--- src/rtl/riscv_multicycle_ctrl.sv ---
// Main control FSM of the multicycle RISC-V core: sequences fetch/decode/execute/memory/writeback.
// Latency: Moore outputs off the state register; R/I/sw/jal 4 cycles, lw 5, beq 3 per instruction.
// Backpressure: FETCH, MEMREAD and MEMWRITE hold their request until mem_ready; other states ignore it.
//
// Ports:
//   clk, rst_n            rising-edge clock, asynchronous active-low reset
//   op, funct3, funct7b5  instruction fields from the instruction register
//   mem_ready             cache completes the current access this cycle
//   mem_req, mem_write    cache request and store strobe (mem_write qualifies mem_req)
//   adr_src               memory address select (0 = PC, 1 = Result)
//   ir_write, pc_update, branch, reg_write   architectural state write enables
//   alu_src_a, alu_src_b, result_src, imm_src datapath mux selects
//   alu_op, funct3_o, op5_o, funct7b5_o       fields for the downstream alu_control
//   illegal_instr         1-cycle pulse on an unknown opcode in DECODE
//   halted                high while in the sticky HALT state
module riscv_multicycle_ctrl #(
    parameter bit ILLEGAL_TRAP = 1'b1
) (
    input  logic       clk,
    input  logic       rst_n,
    input  logic [6:0] op,
    input  logic [2:0] funct3,
    input  logic       funct7b5,
    input  logic       mem_ready,
    output logic       mem_req,
    output logic       mem_write,
    output logic       adr_src,
    output logic       ir_write,
    output logic       pc_update,
    output logic       branch,
    output logic       reg_write,
    output logic [1:0] alu_src_a,
    output logic [1:0] alu_src_b,
    output logic [1:0] result_src,
    output logic [1:0] imm_src,
    output logic [1:0] alu_op,
    output logic [2:0] funct3_o,
    output logic       op5_o,
    output logic       funct7b5_o,
    output logic       illegal_instr,
    output logic       halted
);

    // Opcodes understood by this controller
    localparam logic [6:0] OP_LOAD   = 7'b0000011;
    localparam logic [6:0] OP_STORE  = 7'b0100011;
    localparam logic [6:0] OP_RTYPE  = 7'b0110011;
    localparam logic [6:0] OP_ITYPE  = 7'b0010011;
    localparam logic [6:0] OP_BRANCH = 7'b1100011;
    localparam logic [6:0] OP_JAL    = 7'b1101111;

    // Datapath mux encodings
    localparam logic       ADR_PC        = 1'b0;
    localparam logic       ADR_RESULT    = 1'b1;
    localparam logic [1:0] SRCA_PC       = 2'b00;
    localparam logic [1:0] SRCA_OLDPC    = 2'b01;
    localparam logic [1:0] SRCA_RD1      = 2'b10;
    localparam logic [1:0] SRCB_RD2      = 2'b00;
    localparam logic [1:0] SRCB_IMM      = 2'b01;
    localparam logic [1:0] SRCB_FOUR     = 2'b10;
    localparam logic [1:0] RES_ALUOUT    = 2'b00;
    localparam logic [1:0] RES_DATA      = 2'b01;
    localparam logic [1:0] RES_ALURESULT = 2'b10;
    localparam logic [1:0] IMM_I         = 2'b00;
    localparam logic [1:0] IMM_S         = 2'b01;
    localparam logic [1:0] IMM_B         = 2'b10;
    localparam logic [1:0] IMM_J         = 2'b11;
    localparam logic [1:0] ALUOP_ADD     = 2'b00;
    localparam logic [1:0] ALUOP_SUB     = 2'b01;
    localparam logic [1:0] ALUOP_FUNCT   = 2'b10;

    typedef enum logic [3:0] {
        S_RST      = 4'd0,
        S_FETCH    = 4'd1,
        S_DECODE   = 4'd2,
        S_MEMADR   = 4'd3,
        S_MEMREAD  = 4'd4,
        S_MEMWRITE = 4'd5,
        S_MEMWB    = 4'd6,
        S_EXECR    = 4'd7,
        S_EXECI    = 4'd8,
        S_ALUWB    = 4'd9,
        S_BEQ      = 4'd10,
        S_JAL      = 4'd11,
        S_HALT     = 4'd12
    } state_t;

    state_t state;
    state_t state_nxt;
    logic   op_known;

    always_comb begin
        op_known = 1'b0;
        case (op)
            OP_LOAD, OP_STORE, OP_RTYPE, OP_ITYPE, OP_BRANCH, OP_JAL: op_known = 1'b1;
            default: op_known = 1'b0;
        endcase
    end

    // State register. Outputs decode from this, so reset drops every
    // strobe (mem_req included) asynchronously with rst_n.
    always_ff @(posedge clk or negedge rst_n) begin
        if (!rst_n) begin
            state <= S_RST;
        end else begin
            state <= state_nxt;
        end
    end

    // Next-state logic
    always_comb begin
        state_nxt = state;
        case (state)
            S_RST:    state_nxt = S_FETCH;
            S_FETCH:  if (mem_ready) state_nxt = S_DECODE;
            S_DECODE: begin
                case (op)
                    OP_LOAD, OP_STORE: state_nxt = S_MEMADR;
                    OP_RTYPE:          state_nxt = S_EXECR;
                    OP_ITYPE:          state_nxt = S_EXECI;
                    OP_BRANCH:         state_nxt = S_BEQ;
                    OP_JAL:            state_nxt = S_JAL;
                    default:           state_nxt = ILLEGAL_TRAP ? S_HALT : S_FETCH;
                endcase
            end
            // op[5] separates store (0100011) from load (0000011)
            S_MEMADR:   state_nxt = op[5] ? S_MEMWRITE : S_MEMREAD;
            S_MEMREAD:  if (mem_ready) state_nxt = S_MEMWB;
            S_MEMWRITE: if (mem_ready) state_nxt = S_FETCH;
            S_MEMWB:    state_nxt = S_FETCH;
            S_EXECR:    state_nxt = S_ALUWB;
            S_EXECI:    state_nxt = S_ALUWB;
            S_ALUWB:    state_nxt = S_FETCH;
            S_BEQ:      state_nxt = S_FETCH;
            S_JAL:      state_nxt = S_ALUWB;
            S_HALT:     state_nxt = S_HALT;
            default:    state_nxt = S_RST;
        endcase
    end

    // Output logic. Moore on state except FETCH, whose IR/PC writes only
    // happen in the cycle the cache returns the instruction.
    always_comb begin
        mem_req       = 1'b0;
        mem_write     = 1'b0;
        adr_src       = ADR_PC;
        ir_write      = 1'b0;
        pc_update     = 1'b0;
        branch        = 1'b0;
        reg_write     = 1'b0;
        alu_src_a     = SRCA_PC;
        alu_src_b     = SRCB_RD2;
        result_src    = RES_ALUOUT;
        alu_op        = ALUOP_ADD;
        illegal_instr = 1'b0;
        halted        = 1'b0;
        case (state)
            S_FETCH: begin
                mem_req = 1'b1;
                adr_src = ADR_PC;
                if (mem_ready) begin
                    ir_write   = 1'b1;
                    pc_update  = 1'b1;
                    alu_src_a  = SRCA_PC;
                    alu_src_b  = SRCB_FOUR;
                    alu_op     = ALUOP_ADD;
                    result_src = RES_ALURESULT;
                end
            end
            S_DECODE: begin
                // Precompute the branch/jump target from OldPC + imm
                alu_src_a     = SRCA_OLDPC;
                alu_src_b     = SRCB_IMM;
                alu_op        = ALUOP_ADD;
                illegal_instr = ~op_known;
            end
            S_MEMADR: begin
                alu_src_a = SRCA_RD1;
                alu_src_b = SRCB_IMM;
                alu_op    = ALUOP_ADD;
            end
            S_MEMREAD: begin
                mem_req    = 1'b1;
                adr_src    = ADR_RESULT;
                result_src = RES_ALUOUT;
            end
            S_MEMWRITE: begin
                mem_req    = 1'b1;
                mem_write  = 1'b1;
                adr_src    = ADR_RESULT;
                result_src = RES_ALUOUT;
            end
            S_MEMWB: begin
                result_src = RES_DATA;
                reg_write  = 1'b1;
            end
            S_EXECR: begin
                alu_src_a = SRCA_RD1;
                alu_src_b = SRCB_RD2;
                alu_op    = ALUOP_FUNCT;
            end
            S_EXECI: begin
                alu_src_a = SRCA_RD1;
                alu_src_b = SRCB_IMM;
                alu_op    = ALUOP_FUNCT;
            end
            S_ALUWB: begin
                result_src = RES_ALUOUT;
                reg_write  = 1'b1;
            end
            S_BEQ: begin
                alu_src_a  = SRCA_RD1;
                alu_src_b  = SRCB_RD2;
                alu_op     = ALUOP_SUB;
                result_src = RES_ALUOUT;
                branch     = 1'b1;
            end
            S_JAL: begin
                // Link value OldPC + 4 is computed here; ALUOut still holds
                // the target from DECODE and drives the PC write.
                alu_src_a  = SRCA_OLDPC;
                alu_src_b  = SRCB_FOUR;
                alu_op     = ALUOP_ADD;
                result_src = RES_ALUOUT;
                pc_update  = 1'b1;
            end
            S_HALT: begin
                halted = 1'b1;
            end
            default: begin
            end
        endcase
    end

    // Immediate format follows the opcode in every state, including RST
    always_comb begin
        imm_src = IMM_I;
        case (op)
            OP_ITYPE, OP_LOAD: imm_src = IMM_I;
            OP_STORE:          imm_src = IMM_S;
            OP_BRANCH:         imm_src = IMM_B;
            OP_JAL:            imm_src = IMM_J;
            default:           imm_src = IMM_I;
        endcase
    end

    // Fields forwarded untouched to alu_control
    assign funct3_o   = funct3;
    assign op5_o      = op[5];
    assign funct7b5_o = funct7b5;

endmodule

--- config.mk ---
export PLATFORM = sky130hd
export DESIGN_NAME = riscv_multicycle_ctrl
export DESIGN_NICKNAME = d
export VERILOG_FILES = /design/src/rtl/riscv_multicycle_ctrl.sv
export SDC_FILE = /design/constraint.sdc
export NUM_CORES = 1
export LEC_CHECK = 0
export CORE_UTILIZATION = 30
export DETAILED_ROUTE_END_ITERATION = 6
export HOLD_SLACK_MARGIN = 0.1
export PLACE_DENSITY_LB_ADDON = 0.15
export SKIP_LAST_GASP = 1
export SLEW_MARGIN = 10
export SYNTH_ARGS = -nofsm -noshare
export SYNTH_HDL_FRONTEND = slang
export SYNTH_SLANG_ARGS = --single-unit
--- constraint.sdc ---
create_clock -name clk -period 1.5 [get_ports clk]
set_input_delay 0.45 -clock clk [delete_from_list [all_inputs] [get_ports clk]]
set_output_delay 0.45 -clock clk [all_outputs]
set_load 0.03 [all_outputs]
==> impl_metrics.tcl, run 1 <==
set metrics [dict create \
    cts_tree "done" \
    cp_data_arrival_time_ps 1450 \
    finalCritPeriodShare_pct 126 \
    die_height_um 47.1 \
    grt.met3_usage_pct 5.77 \
    cts_buffers 3 \
    drtIter0Drc 29 \
    ys_seq_area_share_pct 16.4 \
    htree_levels 1 \
    dieArea_um2 2220 \
    seqPwrFrac_pct 6.7 \
    top_regs "state (4)" \
    final_common_cell "buf_6" \
    grt_setup_unrepaired "true" \
    netlist_area_um2 609 \
    intPower_mw 1.64 \
    pwr-share-clk_pct 4.5 \
    core_area_um2 1820 \
    dpl_cell_area_um2 1100 \
    power_frac_comb_pct 88.8 \
    ys_ff_latch 4 \
    syn_inst 83 \
    critPathLaunch "op[2]" \
    slew_headroom_pct 78.7 \
    crit_type "primary input to output port" \
    synth_nets 97 \
    grt_overflow 0 \
    layout_common_cells "buf_6 (41), buf_4 (30), nor2_4 (9)" \
    rows 15 \
    cts_buffer_depth 2 \
    grt_max_degree 7 \
    largest_reg_flops 4 \
    status "finished with violations" \
    grt_pass1_vias 955 \
    sw_frac_of_total_pct 49.6 \
    holdWs_ps 405 \
    finalMaxSlewViolations 0 \
    hold_path.class "primary input to async pin" \
    largest_register "state" \
    post-route-min-period_ps 1900 \
    routed_via_density 5.43 \
    synth_top_cell_by_area "dfrtp_1" \
    report.final.setup_viol 21 \
    hold_viol 0 \
    antenna_found_initial 0 \
    insertedDiodeCount 0 \
    violations "negative setup slack" \
    place_hpwl_mm 1.54 \
    gp_congestion 0.779 \
    tns_ps -5430 \
    p_leak_nw 0.725 \
    crit-reg2reg-launch "state[3]" \
    crit_required_ps 1050 \
    setup_ws_ps -397 \
    end_kind "output port" \
    ir_worst_vdd_uv 1740 \
    die_x_um 47.1 \
    io_buffers 29 \
    path_clk_slew_ps 40 \
    drcViolationCount 0 \
    nNetsFinal 171 \
    io_pins 38 \
    switchingPower_mw 1.61 \
    yosysWarnings 0 \
    synth.distinct_cells 37 \
    syn_to_final_growth_pct 163 \
    drive_gt1_share_pct 81.3 \
    postRouteAntennaNets 0 \
    dr.pass1.iters 4 \
    synth_top_area_share_pct 16.4 \
    fin_skew_ps 7.51 \
    max_freq_ghz 0.527 \
    critical_path.max_fanout 2 \
    grt_util_met2_pct 55.6 \
    drv_cap 0 \
    grt-busiest-layer "met2" \
    grt.total_usage_pct 30.9 \
    insertion_delay_ps 250 \
    powerDensity_nw_per_um2 2030 \
    ys_top_cells_by_area "dfrtp_1 (16%), buf_4 (8.6%), nor2_1 (6.8%)" \
    grt_pass1_wl_mm 4.63 \
    cts_num_sinks 4 \
    routedWlPerCell_um 20.2 \
    wirelength_mm 3.63 \
    final_area_um2 1610 \
    use_met1_pct 36.6 \
    syn_avg_cell_area_um2 7.34 \
    via_count 977 \
    start_kind "primary input" \
    root_buffer "clkbuf_4" \
    start_util_pct 33.5 \
    tightest_slew_ps 320 \
]
==> critical path, cell delays in order <==
cell and delay (ps):
buf_8 100, buf_6 100, or3_4 410, a211oi_4 230
buf_6 160
==> power by group through the flow <==
stage                     combinational [mW]  sequential (mW)  clock [mW]
after global placement                  1.74            0.184           0
after global routing                    3.01            0.219       0.154
final                                   2.89            0.217       0.147
after detailed placement                1.76            0.188           0
after floorplan                         1.25            0.214           0
after CTS                               2.48            0.204       0.143
==> per-layer routing <==
layer	wire length, µm	part of all wire (%)
met1	1510	42
met2	1900	52
met3	162	4.5
met4	63	1.7
met5	0	0
==> through the flow <==
stage          std cells  util, %  setup WS [ps]  power (mW)
2_1_floorplan         83        -           -219        1.47
3_3_place_gp         149     60.6          -1030        1.92
3_5_place_dp         149     60.6          -1070        1.95
4_1_cts              175     82.5           -426        2.83
5_1_grt              180     88.2           -414        3.38
6_report             180     88.2           -397        3.26
==> worst paths after layout <==
path | endpoint | slack (ps) | cells after the start
setup / recovery | imm_src[0] | -400 | 5
hold / removal | state[3] | 410 | 1
setup reg to reg | state[2] | 10 | 8
hold reg to reg | state[2] | 870 | 3
max in group asynchronous | state[1] | 910 | 1
min in group clk | state[2] | 740 | 2
==> area by class of cell <==
| class | count | area [µm²] |
|---|---|---|
| multi-input cells | 66 | 668 |
| repair buffers | 80 | 776 |
| well taps | 25 | 31.3 |
| flip-flops and latches | 4 | 100 |
| inverters | 2 | 7.51 |
| clock buffers | 3 | 22.5 |
| fillers | 87 | 215 |
==> synth_stat cells (all sizes together) <==
| master | instances |
|---|---|
| nor2 | 13 |
| buf | 10 |
| nand2 | 8 |
| nand2b | 7 |
| o21ai | 5 |
| a21oi | 4 |
| dfrtp | 4 |
| o22ai | 4 |
| a31oi | 2 |
| and3 | 2 |
| inv | 2 |
| nand3 | 2 |
| nor3 | 2 |
| xnor2 | 2 |
| a211o | 1 |
| a211oi | 1 |
| a221oi | 1 |
| a22o | 1 |
| a32o | 1 |
| and2b | 1 |
| clkbuf | 1 |
| mux2i | 1 |
| nor2b | 1 |
| nor3b | 1 |
| o211ai | 1 |
| o221ai | 1 |
| o31ai | 1 |
| o32ai | 1 |
| or3 | 1 |
| xor2 | 1 |
==> timing repair <==
action	CTS	global route
resized for setup	90	22
pin swaps	17	11
cloned	2	0
hold buffers	0	0
setup buffers	21	6
endpoints found under the hold margin	0	0
endpoints found under the setup margin	24	21
==> cell families after synthesis <==
group | count (synthesis) | synth area share (%)
AO/OA/AOI/OAI | 24 | 27.3
XOR/XNOR | 3 | 4.31
buffers and inverters | 13 | 15.6
flip-flops | 4 | 16.4
multiplexers | 1 | 1.64
AND/OR/NAND/NOR | 38 | 34.7
No activity file was read; power rests on OpenSTA's default activity.
==> run 2: changes to the inputs <==
REMOVE_ABC_BUFFERS = 1   (was not set)
TNS_END_PERCENT = 5   (was not set)
==> impl_metrics.tcl, run 2 (same netlist as run 1, synthesis figures left out) <==
set metrics [dict create \
    postRouteAntennaNets 0 \
    dpl_cell_area_um2 968 \
    dieArea_um2 2220 \
    max_freq_ghz 0.545 \
    grt_pass1_vias 698 \
    io_buffers 29 \
    htree_levels 1 \
    ir_worst_vdd_uv 1000 \
    layout_common_cells "buf_4 (42), nor2_1 (9), nand2_1 (6), buf_6 (6)" \
    largest_register "state" \
    rrSetupSlack_ps 80 \
    violations "negative setup slack" \
    cts_buffers 3 \
    status "finished with violations" \
    report.final.setup_viol 19 \
    gp_congestion 0.852 \
    hold_viol 0 \
    routed_via_density 5.11 \
    finalMaxSlewViolations 0 \
    die_x_um 47.1 \
    root_buffer "clkbuf_4" \
    top_regs "state (4)" \
    path_clk_slew_ps 40 \
    slowest_stage "or3_4" \
    grt_overflow 0 \
    crit_path_cell_trace "buf_8 > buf_6 > or3_4 > a211oi_2 > buf_4" \
    fin_skew_ps 1.13 \
    start_kind "primary input" \
    insertedDiodeCount 0 \
    final_area_um2 1080 \
    finalCritPeriodShare_pct 122 \
    setup_ws_ps -334 \
    post-route-min-period_ps 1830 \
    cts_num_sinks 4 \
    place_inst 149 \
    cts_tree "done" \
    nNetsFinal 147 \
    critical_path.max_fanout 2 \
    largest_reg_flops 4 \
    final_common_cell "buf_4" \
    cp_data_arrival_time_ps 1380 \
    crit_buf_inv 3 \
    antenna_found_initial 0 \
    insertion_delay_ps 230 \
    place_hpwl_mm 1.34 \
    end_kind "output port" \
    wirelength_mm 1.92 \
    holdWs_ps 415 \
    rows 15 \
    io_pins 38 \
    grt.total_usage_pct 18.8 \
    path_delay_family "buffers and inverters" \
    slew_headroom_pct 83.8 \
    syn_to_final_growth_pct 77.2 \
    grt_setup_unrepaired "true" \
    routedWlPerCell_um 12.3 \
    drcViolationCount 0 \
    die_height_um 47.1 \
    cts_buffer_depth 2 \
    grt_pass1_wl_mm 2.95 \
    powerDensity_nw_per_um2 1730 \
    via_count 797 \
    tns_ps -4750 \
    crit_type "primary input to output port" \
    stdcell_count 156 \
    hold_path.class "primary input to async pin" \
    crit_required_ps 1050 \
    p_leak_nw 0.520 \
    dr.pass1.iters 4 \
    finalPower_mw 1.87 \
    crit_path_max_incr_delay_ps 380 \
    core_area_um2 1820 \
    start_util_pct 33.5 \
    drv_cap 0 \
    drtIter0Drc 13 \
    grt_max_degree 15 \
    tightest_slew_ps 241 \
    drive_gt1_share_pct 55.0 \
]
[run 2: changes by cell type in the layout (fill, tap and decap cells not counted), moves of 3 or more]
cell	delta
nand2b_4	-3
nor2_1	+7
nor2_4	-7
buf_4	+12
nand2_1	+3
nand2_4	-3
buf_6	-35
[run 2: worst reg2reg max path, stage by stage, from the launching register on]
cell and delay [ps]:
dfrtp_1 350, buf_4 220, nor2_4 70, buf_4 140, a221oi_1 240, a32o_1 200, o31ai_1 80
[run 2: repair_timing]
item,CTS,global route
gates cloned,0,0
endpoints found under the setup margin,24,22
buffers inserted,3,1
hold buffers,0,0
hold endpoints to repair,0,0
pin swaps,6,2
gates resized for setup,39,9
[run 2: per-stage QoR]
stage / worst slack [ps] / utilization (%)
global placement: -1080 / 53.2
detailed placement: -1140 / 53.2
CTS: -399 / 57.8
global route: -375 / 59.3
floorplan: -548 / -
finish: -334 / 59.3
[run 2: area by class of cell]
type,count,area (µm²)
Timing Repair Buffer,56,458
Inverter,2,7.51
Fill cell,179,741
Sequential cell,4,100
Clock buffer,3,22.5
Multi-Input combinational cell,66,460
Tap cell,25,31.3
[run 2: final timing paths]
kind / from / end / cells past startpoint
min reg2reg: state[2] / state[1] / 4
max in group asynchronous: rst_n / state[2] / 1
min in group clk: mem_ready / state[2] / 3
max reg2reg: state[1] / state[2] / 6
max: op[2] / imm_src[0] / 5
min: rst_n / state[0] / 1
[run 2: metal layers]
layer | wire [µm] | vias up | GRT usage [%]
met1 | 869 | 368 | 23.9
met5 | 0 | - | 0
met4 | 26 | 0 | 8.00
li1 | - | 391 | -
met2 | 907 | 34 | 31.1
met3 | 117 | 4 | 3.46
[run 2: report_power, final]
| group | internal [mW] | switching (mW) | leakage, nW |
|---|---|---|---|
| clock | 0.0892 | 0.0396 | 0.0138 |
| combinational | 0.650 | 0.911 | 0.456 |
| sequential | 0.157 | 0.0265 | 0.0504 |
| total | 0.896 | 0.977 | 0.520 |
==> run 3: changes to the inputs <==
CORE_UTILIZATION = 32   (was 30)
==> impl_metrics.tcl, run 3 (same netlist as run 1, synthesis figures left out) <==
set metrics [dict create \
    via_count 785 \
    finalMaxSlewViolations 0 \
    slew_headroom_pct 83.4 \
    hold_viol 0 \
    drcViolationCount 0 \
    regToRegEndpoint "state[2]" \
    rr_worst_depth 6 \
    ir_worst_vdd_uv 890 \
    report.final.setup_viol 19 \
    cp-endpoint "imm_src[0]" \
    layout_common_cells "buf_4 (40), nor2_1 (10), nand2_1 (7)" \
    violations "negative setup slack" \
    root_buffer "clkbuf_4" \
    drive_gt1_share_pct 50.4 \
    insertion_delay_ps 230 \
    io_buffers 29 \
    cts_num_sinks 4 \
    grt.total_usage_pct 20.3 \
    tightest_slew_ps 246 \
    grt_pass1_wl_mm 3.01 \
    place_inst 148 \
    start_util_pct 34.5 \
    grt_setup_unrepaired "true" \
    p_leak_nw 0.514 \
    cts_buffer_depth 2 \
    critical_path.max_fanout 2 \
    drtIter0Drc 19 \
    crit_type "primary input to output port" \
    syn_to_final_growth_pct 72.5 \
    post-route-min-period_ps 1940 \
    place_hpwl_mm 1.33 \
    status "finished with violations" \
    postRouteAntennaNets 0 \
    rrSetupSlack_ps 60 \
    critPathLaunch "op[3]" \
    die_height_um 45.6 \
    drv_cap 0 \
    crit-reg2reg-launch "state[1]" \
    routedWlPerCell_um 12.2 \
    dieArea_um2 2080 \
    wirelength_mm 1.89 \
    finalCritPeriodShare_pct 129 \
    powerDensity_nw_per_um2 1730 \
    final_common_cell "buf_4" \
    cp_data_arrival_time_ps 1490 \
    top_regs "state (4)" \
    grt_pass1_vias 687 \
    largest_reg_flops 4 \
    path_clk_slew_ps 40 \
    setup_ws_ps -436 \
    die_x_um 45.6 \
    insertedDiodeCount 0 \
    max_freq_ghz 0.517 \
    end_kind "output port" \
    gp_congestion 0.863 \
    crit_required_ps 1050 \
    cts_tree "done" \
    routed_via_density 5.10 \
    holdWs_ps 418 \
    cts_buffers 3 \
    rows 15 \
    nNetsFinal 145 \
    largest_register "state" \
    htree_levels 1 \
    fin_skew_ps 2.98 \
    dp_slack_ps -1100 \
    n_fill_cell 183 \
    start_kind "primary input" \
    hold_path.class "primary input to async pin" \
    dr.pass1.iters 4 \
    grt_overflow 0 \
    grt_max_degree 15 \
    io_pins 38 \
    core_area_um2 1760 \
    stdcell_count 154 \
    antenna_found_initial 0 \
]
[run 3: changes by cell type in the layout (fill, tap and decap cells not counted), sizes merged]
cell,before,now
buf,50,48
clkbuf,4,3
clkdlybuf4s50,1,2
dlygate4sd2,2,1
dlymetal6s2s,1,2
[run 3: how the worst min path moves through the flow]
stage / start / slack (ps) / to
2_1_floorplan: rst_n / 150 / state[0]
3_3_place_gp: rst_n / 660 / state[1]
3_5_place_dp: rst_n / 660 / state[0]
4_1_cts: rst_n / 420 / state[0]
5_1_grt: rst_n / 420 / state[3]
6_report: rst_n / 420 / state[3]
[run 3: routing by layer]
metal,vias to the layer above,routed length (µm),GRT usage [%]
met5,-,0,0
met4,0,25,10.9
met3,4,104,2.78
met2,32,890,33.1
met1,365,865,25.5
li1,384,-,-
[run 3: cell type report]
type                    instances  area (µm²)  area share [%]
repair buffers                 54         453            43.1
inverters                       2        7.51           0.714
multi-input cells              66         437            41.5
flip-flops and latches          4         100            9.52
clock buffers                   3        22.5            2.14
well taps                      25        31.3            2.98
[run 3: metrics by stage]
| stage | setup TNS (ps) | power (mW) | utilization [%] | cell area, µm² |
|---|---|---|---|---|
| 3_3_place_gp | -5810 | 1.65 | 54.5 | 961 |
| 6_report | -5590 | 1.82 | 59.6 | 1050 |
| 4_1_cts | -5990 | 1.82 | 58.7 | 1030 |
| 3_5_place_dp | -6200 | 1.67 | 54.5 | 961 |
| 5_1_grt | -7120 | 1.96 | 59.6 | 1050 |
| 2_1_floorplan | -5210 | 1.06 | - | 522 |
[run 3: report_power, final]
| part | leakage (nW) | total (mW) | internal (mW) | switching [mW] |
|---|---|---|---|---|
| Clock | 0.0138 | 0.133 | 0.0895 | 0.0436 |
| Sequential | 0.0504 | 0.185 | 0.157 | 0.0275 |
| Combinational | 0.450 | 1.50 | 0.623 | 0.878 |
| Total | 0.514 | 1.82 | 0.870 | 0.949 |
[run 3: what timing repair did]
item | CTS | global route
buffers inserted | 3 | 0
setup endpoints to repair | 24 | 24
hold buffers | 0 | 0
pin swaps | 6 | 4
gates resized for setup | 35 | 4
endpoints found under the hold margin | 0 | 0
gates cloned | 0 | 0
[run 3: critical path: stages]
cell,delay [ps]
buf_8,100
buf_6,100
or3_4,400
a211oi_4,270
buf_6,160
